--- config.mk ---
export PLATFORM = sky130hd
export DESIGN_NAME = regfile_param
export DESIGN_NICKNAME = d
export VERILOG_FILES = /design/src/rtl/regfile_param.sv
export SDC_FILE = /design/constraint.sdc
export NUM_CORES = 1
export LEC_CHECK = 0
export BUFFER_PORTS_ARGS = -buffer_cell sky130_fd_sc_hd__clkbuf_2
export CAP_MARGIN = 20
export CORE_AREA = 2 2 103 105
export CTS_CLUSTER_SIZE = 10
export DETAILED_ROUTE_END_ITERATION = 8
export DIE_AREA = 0 0 105 107
export GPL_TIMING_DRIVEN = 0
export REMOVE_ABC_BUFFERS = 1
export SLEW_MARGIN = 0
export SYNTH_ARGS = -nofsm -noshare
export SYNTH_HDL_FRONTEND = slang
export SYNTH_SLANG_ARGS = --single-unit
--- constraint.sdc ---
create_clock -name Clock -period 2.3 [get_ports Clock]
set_input_delay 0.46 -clock Clock [delete_from_list [all_inputs] [get_ports Clock]]
set_output_delay 0.46 -clock Clock [all_outputs]
set_load 0.05 [all_outputs]
--- src/rtl/regfile_param.sv ---
// Parameterised two-read/one-write register file with per-entry valid bits and a flush sweep.
// Define REGFILE_BYPASS_EN to forward accepted write data to a same-address read on the same edge.
module regfile_param #(
    parameter int DATA_W  = 4,
    parameter int ADDR_W  = 3,
    parameter int ZERO_R0 = 0
) (
    input  logic              Clock,
    input  logic              CLRN,
    input  logic              WR,
    input  logic [ADDR_W-1:0] WA,
    input  logic [DATA_W-1:0] LD_DATA,
    input  logic              RE_P,
    input  logic              RE_Q,
    input  logic [ADDR_W-1:0] RP,
    input  logic [ADDR_W-1:0] RQ,
    output logic [DATA_W-1:0] DATAP,
    output logic [DATA_W-1:0] DATAQ,
    output logic              VALIDP,
    output logic              VALIDQ,
    input  logic              FLUSH,
    output logic              BUSY,
    output logic              dbg_state_o
);

    localparam int DEPTH = 1 << ADDR_W;
    localparam logic [ADDR_W-1:0] LAST = ADDR_W'(DEPTH - 1);

    typedef enum logic {
        IDLE  = 1'b0,
        SWEEP = 1'b1
    } state_t;

    state_t            state_q, state_d;
    logic [ADDR_W-1:0] cnt_q, cnt_d;
    logic [DATA_W-1:0] mem_q [DEPTH];
    logic [DEPTH-1:0]  vld_q;
    logic [DATA_W-1:0] dp_q, dp_d, dq_q, dq_d;
    logic              vp_q, vp_d, vq_q, vq_d;
    logic              wr_acc;

    // Writes are locked out for the whole sweep; entry 0 is read-only when hardwired to zero.
    assign wr_acc = WR && (state_q == IDLE) && !((ZERO_R0 != 0) && (WA == '0));

    always_comb begin
        state_d = state_q;
        cnt_d   = cnt_q;
        case (state_q)
            IDLE: begin
                if (FLUSH) begin
                    state_d = SWEEP;
                    cnt_d   = '0;
                end
            end
            SWEEP: begin
                cnt_d = cnt_q + ADDR_W'(1);
                if (cnt_q == LAST) begin
                    state_d = IDLE;
                end
            end
            default: begin
                state_d = IDLE;
                cnt_d   = '0;
            end
        endcase
    end

    always_comb begin
        dp_d = dp_q;
        vp_d = vp_q;
        if (RE_P) begin
            dp_d = mem_q[RP];
            vp_d = vld_q[RP];
`ifdef REGFILE_BYPASS_EN
            if (wr_acc && (WA == RP)) begin
                dp_d = LD_DATA;
                vp_d = 1'b1;
            end
`endif
            if ((ZERO_R0 != 0) && (RP == '0)) begin
                dp_d = '0;
                vp_d = 1'b1;
            end
        end
    end

    always_comb begin
        dq_d = dq_q;
        vq_d = vq_q;
        if (RE_Q) begin
            dq_d = mem_q[RQ];
            vq_d = vld_q[RQ];
`ifdef REGFILE_BYPASS_EN
            if (wr_acc && (WA == RQ)) begin
                dq_d = LD_DATA;
                vq_d = 1'b1;
            end
`endif
            if ((ZERO_R0 != 0) && (RQ == '0)) begin
                dq_d = '0;
                vq_d = 1'b1;
            end
        end
    end

    always_ff @(posedge Clock or negedge CLRN) begin
        if (!CLRN) begin
            state_q <= IDLE;
            cnt_q   <= '0;
            dp_q    <= '0;
            vp_q    <= 1'b0;
            dq_q    <= '0;
            vq_q    <= 1'b0;
        end else begin
            state_q <= state_d;
            cnt_q   <= cnt_d;
            dp_q    <= dp_d;
            vp_q    <= vp_d;
            dq_q    <= dq_d;
            vq_q    <= vq_d;
        end
    end

    // Sweep clear and port write never coincide because writes need IDLE.
    always_ff @(posedge Clock or negedge CLRN) begin
        if (!CLRN) begin
            for (int i = 0; i < DEPTH; i++) begin
                mem_q[i] <= '0;
            end
            vld_q <= '0;
        end else if (state_q == SWEEP) begin
            mem_q[cnt_q] <= '0;
            vld_q[cnt_q] <= 1'b0;
        end else if (wr_acc) begin
            mem_q[WA] <= LD_DATA;
            vld_q[WA] <= 1'b1;
        end
    end

    assign DATAP       = dp_q;
    assign VALIDP      = vp_q;
    assign DATAQ       = dq_q;
    assign VALIDQ      = vq_q;
    assign BUSY        = (state_q == SWEEP);
    assign dbg_state_o = state_q;

endmodule
==> results.py <==
metrics = {
    "synthesis": {
        "avgSynthCellArea_um2": 11.1,
        "syn_area_mm2": 0.00296,
        "synth.distinct_cells": 29,
        "dominantRegCellSynth": "dfrtp_1",
        "synth_top_area_cell": "dfrtp_1",
        "synth_edf_count": 0,
        "syn_inst": 267,
        "synth_top_area_frac": 0.456,
        "yosys_register_bits": 54,
        "synth.area.top_cells": "dfrtp_1, mux2i_1, mux2_2",
        "synth_warnings": 0,
        "synthArstFlopShare": 1.00,
        "yosysSeqAreaShare": 0.456,
    },
    "setup_path": {
        "cp.required_ps": 1840,
        "arrival_ps": 1420,
        "endpoint_kind": "primary output",
        "critPathKind": "register to primary output",
        "cp-start-kind": "register",
        "cpMaxStageDelayCell": "dfrtp_1",
        "cp_num_buf_inv": 1,
        "crit_chain": "clkbuf_2",
        "critPathMaxStageDelay_ps": 730,
        "worstPathMaxFanout": 19,
        "cp_top_family": "flip-flops",
        "reg2reg_slack_ps": 460,
    },
    "pwr": {
        "power_leakage_uw": 0.00168,
        "power_uw": 3600,
        "powerDensity_mw_per_mm2": 1080,
        "ir_drop_mv": 0.403,
    },
    "cells_and_area": {
        "layout_common_cells": "nand2_1, dfrtp_1, mux2i_1",
        "final_common_cell": "nand2_1",
        "diodes": 0,
        "seq_area_mm2": 0.00135,
        "drive_gt1_frac": 0.231,
        "fill_cells": 1078,
        "nets": 315,
        "multi_input_area_mm2": 0.00151,
        "areaGrowthSynthToFinish_pct": 12.8,
    },
    "global_route": {
        "grt_max_degree": 31,
        "grt_pass1_wl_um": 11700,
        "busiest_layer": "met2",
        "grt_pass1_vias": 2171,
        "antenna_found_initial": 0,
        "grt_util_met3": 0.0237,
        "grtUsageMet1": 0.179,
        "grt_use_met2": 0.219,
        "grt_overflow": 0,
        "grtUsageTotal": 0.133,
    },
    "timing": {
        "drv_slew": 0,
        "clock_skew_ps": 5.92,
        "tightest_slew_ps": 793,
        "slew_headroom": 0.471,
        "setup-violations-final": 0,
        "fmax_mhz": 532,
        "fin_crit_sh": 0.817,
        "rsz0062_at_grt": "no",
        "post-route-min-period_ps": 1880,
        "fin_setup_tns_ps": 0,
        "finalHoldViolCount": 0,
    },
    "min_path": {
        "hp-class": "input pin to async pin",
    },
    "cts": {
        "clkSinkCount": 54,
        "clock-root-buffer": "clkbuf_8",
        "cts_tree": "built",
        "postCtsSetupRepairBufs": 0,
        "cts_buffers": 5,
        "clock_path_buffers": 2,
        "insertion_delay_ps": 300,
        "clkTransAtPathRegs_ps": 100,
        "postCtsHoldBufs": 0,
        "post_cts_resized": 0,
        "htreeDepth": 2,
    },
    "floorplan": {
        "ios": 31,
        "rows": 37,
        "die_area_mm2": 0.0112,
        "core_area_mm2": 0.0101,
        "die_h_um": 107,
        "initial_utilization": 0.294,
        "die_w_um": 105,
    },
    "detailed_routing": {
        "drt_iter0_drc": 121,
        "routed_wl_um": 6980,
        "avgRoutedWirePerCell_um": 16.2,
        "vias": 2045,
        "firstDrtPassIters": 4,
        "viasPerCell": 4.74,
        "route.detailed.drc": 0,
        "postRouteAntennaNets": 0,
    },
    "placed_design": {
        "numPortBuffers": 30,
        "dp_hpwl_um": 5320,
        "gp_congestion": 0.806,
    },
    "run": {
        "cap_violations": 0,
    },
    "run_status": {
        "status": "finished, final reports clean",
    },
}
synthesized netlist by cell type, types with 2 or more instances:
library cell	count
nand2_1	56
dfrtp_1	54
mux2i_1	53
mux2_2	21
a22o_1	10
o22ai_1	10
o31ai_1	10
inv_1	5
nand2b_1	5
a21o_1	4
buf_4	4
nor2_1	4
buf_2	3
nand4b_1	3
nand4bb_1	3
buf_6	2
clkbuf_1	2
clkinv_1	2
ha_1	2
nand3b_2	2
nor2b_1	2
nor3b_4	2
o21ai_0	2
through the flow:
stage	instance area, um2	instances	setup slack, ps	util	hold WS [ps]
6_report	3340	431	421	0.331	220
5_1_grt	3340	431	322	0.331	269
4_1_cts	3340	431	395	0.331	239
3_5_place_dp	3230	423	479	0.320	474
3_3_place_gp	3210	422	515	0.318	466
2_1_floorplan	2890	256	277	-	164
final cells by class:
cell class,instances,area share
clock buffer,5,0.0206
clock inverter,3,0.0135
inverter,7,0.00786
multi-input combinational,195,0.452
sequential,54,0.404
tap,136,0.0509
timing repair buffer,31,0.0509
power breakdown:
group	switching, uW	internal, uW	total, uW	leakage [uW]
sequential	392	1300	1690	0.000719
clock	317	324	641	0.0000504
combinational	715	554	1270	0.000909
routing by layer:
| metal | share of wire | wire length, um |
|---|---|---|
| met5 | 0 | 0 |
| met2 | 0.46 | 3210 |
| met3 | 0.035 | 245 |
| met4 | 0.0096 | 67 |
| met1 | 0.50 | 3460 |
sequential cells by signal, summed over array words and instances, names as in the netlist:
signal and flops:
vld_q 8, DATAQ 4, DATAP 4, mem_q 32, VALIDP 1, cnt_q 3
BUSY 1, VALIDQ 1
logic make-up after synthesis:
family | count (synthesis) | share of synthesized area
simple gates | 83 | 0.153
mux | 74 | 0.259
flops | 54 | 0.456
compound gates | 36 | 0.0895
buf+inv | 18 | 0.0342
fa+ha+maj | 2 | 0.00844
final timing paths:
check | start | end | depth (start not counted)
min reg2reg | DATAP[3] | DATAP[3] | 2
max in group asynchronous | CLRN | vld_q[2] | 2
max reg2reg | BUSY | mem_q[7] | 3
min | CLRN | DATAP[3] | 1
max | BUSY | dbg_state_o | 1
min in group Clock | FLUSH | cnt_q[2] | 2
Power figures use the tool's default switching activity.
